<file path="src/rtl/reorder_buffer_pkg.sv">
// ------------------------------------------------------------------
// reorder_buffer_pkg : entry layout and shared ROB constants
// Revision 1.0
// ------------------------------------------------------------------
`default_nettype none

package reorder_buffer_pkg;
  localparam int c_DEF_ROB_ENTRY  = 4;
  localparam int c_DEF_ARCH_ENTRY = 32;
  localparam int c_DEF_DATA_WIDTH = 32;
  localparam int c_DEF_LSN_PORTS  = 4;

  // Per-entry status flags, packed into one small vector per entry
  localparam int c_FLAG_VALID = 0;
  localparam int c_FLAG_DONE  = 1;
  localparam int c_FLAG_W     = 2;

  localparam int c_X0_IDX = 0;
endpackage

`default_nettype wire

</file>
<file path="src/rtl/rob_lsn_port.sv">
// ------------------------------------------------------------------
// rob_lsn_port : single listen-port lookup with CDB writeback bypass
// Revision 1.0
// ------------------------------------------------------------------
`default_nettype none

module rob_lsn_port
  import reorder_buffer_pkg::*;
#(
  parameter int ROB_ENTRY      = c_DEF_ROB_ENTRY,
  parameter int DATA_WIDTH     = c_DEF_DATA_WIDTH,
  parameter int ROB_ENTRY_LOG2 = $clog2(ROB_ENTRY)
) (
  input  logic                           request,
  input  logic [ROB_ENTRY_LOG2-1:0]      id,
  input  logic                           wb_valid,
  input  logic [ROB_ENTRY_LOG2-1:0]      wb_id,
  input  logic [DATA_WIDTH-1:0]          wb_data,
  input  logic [ROB_ENTRY-1:0]           entry_valid,
  input  logic [ROB_ENTRY-1:0]           entry_done,
  input  logic [ROB_ENTRY*DATA_WIDTH-1:0] entry_data,
  output logic                           hit,
  output logic [DATA_WIDTH-1:0]          data
);

  always_comb begin
    hit  = 1'b0;
    data = entry_data[int'(id)*DATA_WIDTH +: DATA_WIDTH];
    // A result on the CDB this cycle wins over the stored copy
    if (wb_valid && (wb_id == id) && entry_valid[id]) begin
      hit  = request;
      data = wb_data;
    end else begin
      hit = request & entry_valid[id] & entry_done[id];
    end
  end

endmodule

`default_nettype wire

</file>
<file path="src/rtl/reorder_buffer.sv">
// ------------------------------------------------------------------
// reorder_buffer : in-order retirement buffer with CDB capture/listen
// Revision 1.0
// ------------------------------------------------------------------
`default_nettype none

module reorder_buffer
  import reorder_buffer_pkg::*;
#(
  parameter int ROB_ENTRY       = c_DEF_ROB_ENTRY,
  parameter int ARCH_ENTRY      = c_DEF_ARCH_ENTRY,
  parameter int DATA_WIDTH      = c_DEF_DATA_WIDTH,
  parameter int LSN_PORTS       = c_DEF_LSN_PORTS,
  parameter int ROB_ENTRY_LOG2  = $clog2(ROB_ENTRY),
  parameter int ARCH_ENTRY_LOG2 = $clog2(ARCH_ENTRY)
) (
  input  logic                                CLK,
  input  logic                                RSTN,
  input  logic                                rob_request,
  input  logic [ARCH_ENTRY_LOG2-1:0]          rob_arch_id,
  output logic                                rob_grant,
  output logic [ROB_ENTRY_LOG2-1:0]           rob_alias_id,
  input  logic                                wb_valid,
  input  logic [ROB_ENTRY_LOG2-1:0]           wb_id,
  input  logic [DATA_WIDTH-1:0]               wb_data,
  input  logic [LSN_PORTS-1:0]                lsn_request,
  input  logic [LSN_PORTS*ROB_ENTRY_LOG2-1:0] lsn_id,
  output logic [LSN_PORTS-1:0]                lsn_hit,
  output logic [LSN_PORTS*DATA_WIDTH-1:0]     lsn_data,
  output logic                                commit_valid,
  output logic [ROB_ENTRY_LOG2-1:0]           commit_alias,
  output logic                                arch_reg_wen,
  output logic [ARCH_ENTRY_LOG2-1:0]          arch_reg_rd,
  output logic [DATA_WIDTH-1:0]               arch_reg_wdata,
  input  logic                                flush,
  output logic                                rob_full,
  output logic                                rob_empty
);

  localparam logic [ROB_ENTRY_LOG2:0]    c_CNT_FULL = (ROB_ENTRY_LOG2+1)'(ROB_ENTRY);
  localparam logic [ROB_ENTRY_LOG2:0]    c_CNT_ONE  = 1;
  localparam logic [ROB_ENTRY_LOG2-1:0]  c_IDX_ONE  = 1;
  localparam logic [ARCH_ENTRY_LOG2-1:0] c_ARCH_X0  = ARCH_ENTRY_LOG2'(c_X0_IDX);

  logic [c_FLAG_W-1:0]        r_flags [ROB_ENTRY];
  logic [ARCH_ENTRY_LOG2-1:0] r_arch  [ROB_ENTRY];
  logic [DATA_WIDTH-1:0]      r_data  [ROB_ENTRY];
  logic [ROB_ENTRY_LOG2-1:0]  r_head;
  logic [ROB_ENTRY_LOG2-1:0]  r_tail;
  logic [ROB_ENTRY_LOG2:0]    r_count;

  logic                          w_wb_hit;
  logic [ROB_ENTRY-1:0]          w_valid_vec;
  logic [ROB_ENTRY-1:0]          w_done_vec;
  logic [ROB_ENTRY*DATA_WIDTH-1:0] w_data_flat;

  assign rob_full     = (r_count == c_CNT_FULL);
  assign rob_empty    = (r_count == '0);
  assign rob_grant    = rob_request & ~rob_full & ~flush;
  assign rob_alias_id = r_tail;
  assign w_wb_hit     = wb_valid & r_flags[wb_id][c_FLAG_VALID];

  // Retirement reads stored state only; a same-cycle writeback lands next cycle
  assign commit_valid   = r_flags[r_head][c_FLAG_VALID] & r_flags[r_head][c_FLAG_DONE] & ~flush;
  assign commit_alias   = commit_valid ? r_head : '0;
  assign arch_reg_rd    = commit_valid ? r_arch[r_head] : '0;
  assign arch_reg_wdata = commit_valid ? r_data[r_head] : '0;
  assign arch_reg_wen   = commit_valid & (r_arch[r_head] != c_ARCH_X0);

  always_comb begin
    w_valid_vec = '0;
    w_done_vec  = '0;
    w_data_flat = '0;
    for (int i = 0; i < ROB_ENTRY; i++) begin
      w_valid_vec[i] = r_flags[i][c_FLAG_VALID];
      w_done_vec[i]  = r_flags[i][c_FLAG_DONE];
      w_data_flat[i*DATA_WIDTH +: DATA_WIDTH] = r_data[i];
    end
  end

  always_ff @(posedge CLK or negedge RSTN) begin
    if (!RSTN) begin
      r_head  <= '0;
      r_tail  <= '0;
      r_count <= '0;
      for (int i = 0; i < ROB_ENTRY; i++) begin
        r_flags[i] <= '0;
        r_arch[i]  <= '0;
        r_data[i]  <= '0;
      end
    end else if (flush) begin
      r_head  <= '0;
      r_tail  <= '0;
      r_count <= '0;
      for (int i = 0; i < ROB_ENTRY; i++) begin
        r_flags[i] <= '0;
      end
    end else begin
      if (w_wb_hit) begin
        r_flags[wb_id][c_FLAG_DONE] <= 1'b1;
        r_data[wb_id]               <= wb_data;
      end
      if (commit_valid) begin
        r_flags[r_head] <= '0;
        r_head          <= r_head + c_IDX_ONE;
      end
      // Grant only when not full, so the tail slot never aliases the head being retired
      if (rob_grant) begin
        r_flags[r_tail]               <= '0;
        r_flags[r_tail][c_FLAG_VALID] <= 1'b1;
        r_arch[r_tail]                <= rob_arch_id;
        r_tail                        <= r_tail + c_IDX_ONE;
      end
      case ({rob_grant, commit_valid})
        2'b10:   r_count <= r_count + c_CNT_ONE;
        2'b01:   r_count <= r_count - c_CNT_ONE;
        default: r_count <= r_count;
      endcase
    end
  end

  for (genvar p = 0; p < LSN_PORTS; p++) begin : g_lsn
    rob_lsn_port #(
      .ROB_ENTRY      (ROB_ENTRY),
      .DATA_WIDTH     (DATA_WIDTH),
      .ROB_ENTRY_LOG2 (ROB_ENTRY_LOG2)
    ) u_lsn_port (
      .request     (lsn_request[p]),
      .id          (lsn_id[p*ROB_ENTRY_LOG2 +: ROB_ENTRY_LOG2]),
      .wb_valid    (wb_valid),
      .wb_id       (wb_id),
      .wb_data     (wb_data),
      .entry_valid (w_valid_vec),
      .entry_done  (w_done_vec),
      .entry_data  (w_data_flat),
      .hit         (lsn_hit[p]),
      .data        (lsn_data[p*DATA_WIDTH +: DATA_WIDTH])
    );
  end

endmodule

`default_nettype wire

</file>
<file path="config.mk">
export PLATFORM = sky130hd
export DESIGN_NAME = reorder_buffer
export DESIGN_NICKNAME = d
export VERILOG_FILES = /design/src/rtl/reorder_buffer_pkg.sv /design/src/rtl/rob_lsn_port.sv /design/src/rtl/reorder_buffer.sv
export SDC_FILE = /design/constraint.sdc
export NUM_CORES = 1
export LEC_CHECK = 0
export CAP_MARGIN = 5
export CORE_MARGIN = 2
export CORE_UTILIZATION = 40
export CTS_CLUSTER_SIZE = 12
export DETAILED_ROUTE_END_ITERATION = 16
export SLEW_MARGIN = 30
export SYNTH_ARGS = -nofsm -noshare
export SYNTH_HDL_FRONTEND = slang
export SYNTH_SLANG_ARGS = --single-unit
</file>
<file path="constraint.sdc">
create_clock -name CLK -period 4.3 [get_ports CLK]
set_clock_uncertainty 0.15 [all_clocks]
set_input_delay 0.43 -clock CLK [delete_from_list [all_inputs] [get_ports CLK]]
set_output_delay 0.43 -clock CLK [all_outputs]
set_load 0.005 [all_outputs]
</file>
* Yosys cells after proc, flatten, opt, wreduce, memory -nomap -nowiden
Index checks and enable logic that the tools add are counted.
** Word-level totals
- Register bits after elaboration :: 163
- Input bits :: 56
** Operators by class
- Mux-type cells :: 65
- Shift-type cells :: 4
- Order comparisons :: 10
- Bitwise gates (word level) :: 25
- Equality and inequality tests :: 7
- Add/sub/neg operators :: 4
- Reductions and logical operators :: 18
** Operators by type and width (number)
- variable part select 128 x 8 -> 32 bit :: 4
- 2-to-1 mux 32 bit :: 8
- bitwise mux 128 bit :: 1
- binary-select mux 32 bit (select 2 bit) :: 1
- demux 32 bit (select 2 bit) :: 1
- 2-to-1 mux 8 bit :: 6
- bitwise mux 20 bit :: 1
- 2-to-1 mux 2 bit :: 10
- 2-to-1 mux 5 bit :: 4
- bitwise AND 8 bit :: 2
- binary-select mux 1 bit (select 2 bit) :: 8
- demux 2 bit (select 2 bit) :: 4
- inverter 8 bit :: 2
- bitwise OR 8 bit :: 2
- 2-to-1 mux 1 bit :: 15
- bitwise AND 1 bit :: 14
- < comparator 2 x 3 -> 1 bit (second input constant) :: 4
- logical AND 1 bit :: 11
- binary-select mux 5 bit (select 2 bit) :: 1
- demux 5 bit (select 2 bit) :: 1
- >= comparator 3 bit (second input constant) :: 3
- < comparator 3 x 1 -> 1 bit (second input constant) :: 3
- inverter 2 -> 3 bit :: 3
- binary-select mux 2 bit (select 2 bit) :: 2
- 15 further kinds :: 22

* Longest topological paths before layout
- Depth after elaboration :: 15
- Gate-level depth with buffers :: 11
- Mapped depth without buffers :: 9

* Modules after synthesis
A second synthesis with hierarchy kept.
** Second synthesis, totals
- Cell total of the unflattened synthesis :: 849
- Area total of the unflattened synthesis :: 13191.4 um2
** By module, submodules not included
- reorder_buffer :: times used 1, sequential area each 4078.9 um2, cells each 517, area an instance 7656.1 um2
- rob_lsn_port :: times used 4, sequential area each 0.0 um2, cells each 83, area an instance 1383.8 um2

* Worst setup path before layout
OpenSTA, ideal clock, no wires.
- Path type :: reg2reg
- Start point :: register r_head[1]
- End point :: register r_count[2]
- Period minus slack after synthesis :: 2.494 ns
- Library setup time :: 0.132 ns
- Arrival time :: 2.212 ns
- Cell stages (with the launch flop) :: 12
- Path slack :: 1.806 ns
- Cells stage by stage :: dfrtp_1 -> buf_4 -> nand3_1 -> o21ai_1 -> a21o_1 -> buf_6 -> nand2b_4 -> nor2_1 -> fa_1 -> nand2b_1 -> mux4_2 -> nor2b_1
** On the way
- Cells in the longest elaborated chain, start to end :: 9
- Elaborated cells on any way between the ends :: 11
- Classes of those cells :: 2 x eq/ne; 5 x mux; 3 x bitwise; 1 x reduce/logical
** RTL lines
- start, declared :: line reorder_buffer.sv:48 : logic [ROB_ENTRY_LOG2-1:0] r_head;
- start signal, assigned :: line reorder_buffer.sv:105 : r_head <= r_head + c_IDX_ONE;
- inverter 2 -> 3 bit (not written as such) (*) :: line reorder_buffer.sv:64 : assign commit_valid = r_flags[r_head][c_FLAG_VALID] & r_flags[r_head][c_FLAG_DONE] & ~flush;
- binary-select mux 2 bit (select 2 bit) (*) :: line reorder_buffer.sv:64
- 2-to-1 mux 2 bit (not written as such) (*) (2 in a row) :: line reorder_buffer.sv:64
- bitwise AND 1 bit (*) (2 in a row) :: line reorder_buffer.sv:64
- equality test 2 x 1 -> 1 bit / equality test 2 bit (equally long branches) :: line reorder_buffer.sv:114 : case ({rob_grant, commit_valid})
- one-hot mux 3 bit (2 select lines) :: line reorder_buffer.sv:114
- 2-to-1 mux 3 bit :: line reorder_buffer.sv:91 : end else if (flush) begin
- end signal, assigned :: line reorder_buffer.sv:115 : 2'b10: r_count <= r_count + c_CNT_ONE;
- end signal, assigned :: line reorder_buffer.sv:116 : 2'b01: r_count <= r_count - c_CNT_ONE;
- end signal, assigned :: line reorder_buffer.sv:117 : default: r_count <= r_count;
- end, declared :: line reorder_buffer.sv:50 : logic [ROB_ENTRY_LOG2:0] r_count;
Mark *: on every way between the ends. The rest lies on a longest branch, timed or not. The select of a mux whose other input is x is not followed.
A chain may end at the register's enable or synchronous reset.

* Final worst setup path
- Start point :: register r_head[1]
- End point :: output port arch_reg_wdata[8]
** On the way
- Cells in the longest elaborated chain, start to end :: 7
- Elaborated cells on any way between the ends :: 10
- Classes of those cells :: 7 x mux; 3 x bitwise
** RTL lines
- inverter 2 -> 3 bit (not written as such) (*) :: line reorder_buffer.sv:64, reorder_buffer.sv:67
- binary-select mux 2 bit (select 2 bit) :: line reorder_buffer.sv:64
- 2-to-1 mux 2 bit (not written as such) (2 in a row) :: line reorder_buffer.sv:64
- bitwise AND 1 bit (2 in a row) :: line reorder_buffer.sv:64
- 2-to-1 mux 32 bit (*) :: line reorder_buffer.sv:67 : assign arch_reg_wdata = commit_valid ? r_data[r_head] : '0;
- end, declared :: line reorder_buffer.sv:34 : output logic [DATA_WIDTH-1:0] arch_reg_wdata,
Marks and branches as above.

==> run_results.csv <==
group,metric,value,unit
global_routing,grt_overflow,0,
routing,wirelength,38700,um
timing,period_share,0.908,
yosys,synth.most_common_cell,"mux4_2",
critical_path,worstReg2RegEnd,"r_count[2]$_DFFE_PN0P_",
clocking,cts_root_buffer,"clkbuf_16",
placed_design,place_congestion,0.801,
routing,drt_pass1_iterations,5,
pwr,power_density,333,mW/mm2
flow_run,maxCapViolCount,0,
die,num_io_pins,234,
worst_hold_path,hold_path.class,"input pin to asynchronous set/reset pin",
timing,whs,0.341,ns
critical_path,setup.worst_path.end_class,"output pin",
yosys,synth_top_area_frac,0.324,
critical_path,path_delay_family,"buffers and inverters",
timing,setup_viol,0,
clocking,cts_resized,0,
final_layout,nets,1109,
pwr,leakage,6.61,nW
die,core-area,0.0308,mm2
global_routing,grt_pass1_wl,58900,um
die,die_w,181,um
critical_path,path_max_fanout,25,
final_layout,drive_gt1_frac,0.392,
yosys,synth_common_cells,"174 x mux4_2, 163 x dfrtp_1, 151 x mux2_2",
timing,worstMarginPinSlew,0.780,ns
pwr,max-vdd-ir-drop,0.237,mV
timing,hold_violations,0,
yosys,synth_nets,903,
die,start_util,0.409,
critical_path,max_stage_delay,0.62,ns
routing,drt_iter0_drc,617,
routing,ant_nets,0,
routing,avgViaCountPerCell,6.07,
die,die-height,181,um
global_routing,grt_pass1_vias,9193,
timing,rsz0062_at_grt,"false",
clocking,clkTransAtPathRegs,0.07,ns
critical_path,r2r-start,"r_head[1]$_DFFE_PN0P_",
critical_path,crit_required,3.72,ns
critical_path,path_buf_inv,3,
critical_path,reg2reg_slack,1.34,ns
status,outcome,"finished, final reports clean",
clocking,cts_buffer_depth,2,
critical_path,reg2regPathDepth,9,
yosys,syn-instance-count,838,
placed_design,dp_hpwl,24900,um
die,die-area,0.0329,mm2
yosys,synthFlopType,"dfrtp_1",
timing,finalSetupTns,0,ns
yosys,synth_enable_flop_cells,0,
timing,post-route-min-period,3.90,ns
yosys,synth_seq_area_share,0.324,
global_routing,grt_max_degree,90,
routing,drcViolationCount,0,
critical_path,slowest_stage,"dfrtp_2",
final_layout,syn_to_final_growth,25.2,%
clocking,cts_buffers,17,
critical_path,cp_cell_sequence,"nand3b_1, a21oi_1, a21o_1, nand2b_4, inv_2, buf_4, and2_1, clkdlybuf4s50_1",
yosys,yosysWarnings,0,
clocking,cts_tree,"done",
clocking,cts_num_sinks,163,
yosys,netlist_area,0.0126,mm2
placed_design,portBuffers,233,
yosys,async_reset_ff_frac,1.00,
global_routing,antenna_found_initial,4,
yosys,ys_seq_elements,163,
clocking,htreeDepth,4,
yosys,synthTopCellsByArea,"dfrtp_1 32%, mux4_2 31%, mux2_2 13%",
critical_path,cp.arrival,3.32,ns
global_routing,grt_usage,0.239,
clocking,holdBufCountCts,1,
timing,slew_viol_final,0,
yosys,synth_area_per_cell,15.0,um2
critical_path,path_class,"flip-flop to output pin",
routing,num_vias,8827,
yosys,yosys.area.top_type,"dfrtp_1",
clocking,clk_latency,0.43,ns
critical_path,startpoint_type,"flip-flop",
routing,drt-wirelength-per-cell,26.6,um
yosys,post_synth_num_cell_types,38,
timing,slew_headroom,0.479,
die,row_count,64,
timing,fmax,0.256,GHz
clocking,postCtsSetupBuffers,0,
registers in the layout, indices dropped and copies added (netlist names):
| signal | cells |
|---|---|
| r_arch | 20 |
| r_count | 3 |
| r_data | 128 |
| r_flags | 8 |
| r_head | 2 |
| rob_alias_id | 2 |
layer usage:
layer / part of all wire / track usage / vias to the layer above
met3: 0.061 / 0.0433 / 63
li1: - / - / 3760
met5: 0.00070 / 0 / -
met1: 0.43 / 0.324 / 4618
met2: 0.49 / 0.392 / 382
met4: 0.025 / 0.0748 / 4
per-stage QoR:
step	total power, mW	setup slack (ns)	instance area [um2]	instances	util
floorplan	2.97	1.81	12600	838	-
global placement	3.75	0.866	15200	1419	0.492
detailed placement	3.76	0.845	15200	1419	0.492
CTS	5.30	0.368	15800	1452	0.511
global route	5.51	0.178	15800	1454	0.512
finish	5.26	0.396	15800	1454	0.512
placed cells by master (no fill, tap or decap), types with 10 or more instances in the layout:
cell type / n
mux2_1: 126
nor2_1: 10
mux2_2: 151
xnor2_1: 10
clkdlybuf4s50_1: 224
dfrtp_1: 161
nand2_1: 11
clkbuf_16: 17
buf_4: 31
and2_1: 38
mux4_2: 174
logic make-up after synthesis:
group	after synthesis	share of synthesized area
buf+inv	87	0.0428
compound gates	23	0.0138
fa+ha+maj	9	0.00953
mux	452	0.559
simple gates	94	0.0440
xor+xnor	10	0.00695
flops	163	0.324
worst max path at each step:
stage,from,endpoint,cells past startpoint
after floorplan,r_head[1]$_DFFE_PN0P_,r_count[2]$_DFFE_PN0P_,11
after global placement,wb_id[0],lsn_data[32],7
after detailed placement,r_head[1]$_DFFE_PN0P_,arch_reg_wdata[8],8
after CTS,r_head[1]$_DFFE_PN0P_,arch_reg_wdata[8],8
after global routing,r_head[1]$_DFFE_PN0P_,arch_reg_wdata[11],8
final,r_head[1]$_DFFE_PN0P_,arch_reg_wdata[8],8
where the power goes:
group | switching, mW | total, mW | internal (mW)
sequential | 0.274 | 2.04 | 1.77
combinational | 0.561 | 1.70 | 1.14
clock | 0.724 | 1.52 | 0.792
cell type report:
type                            instances  area [um2]
Antenna cell                            1        2.50
Clock buffer                           19         443
Clock inverter                         13         126
Fill cell                            2601       15000
Inverter                                6        22.5
Multi-Input combinational cell        588        8000
Sequential cell                       163        4080
Tap cell                              396         495
Timing Repair Buffer                  268        2600
Note: power is estimated with default switching activity, not from simulation.
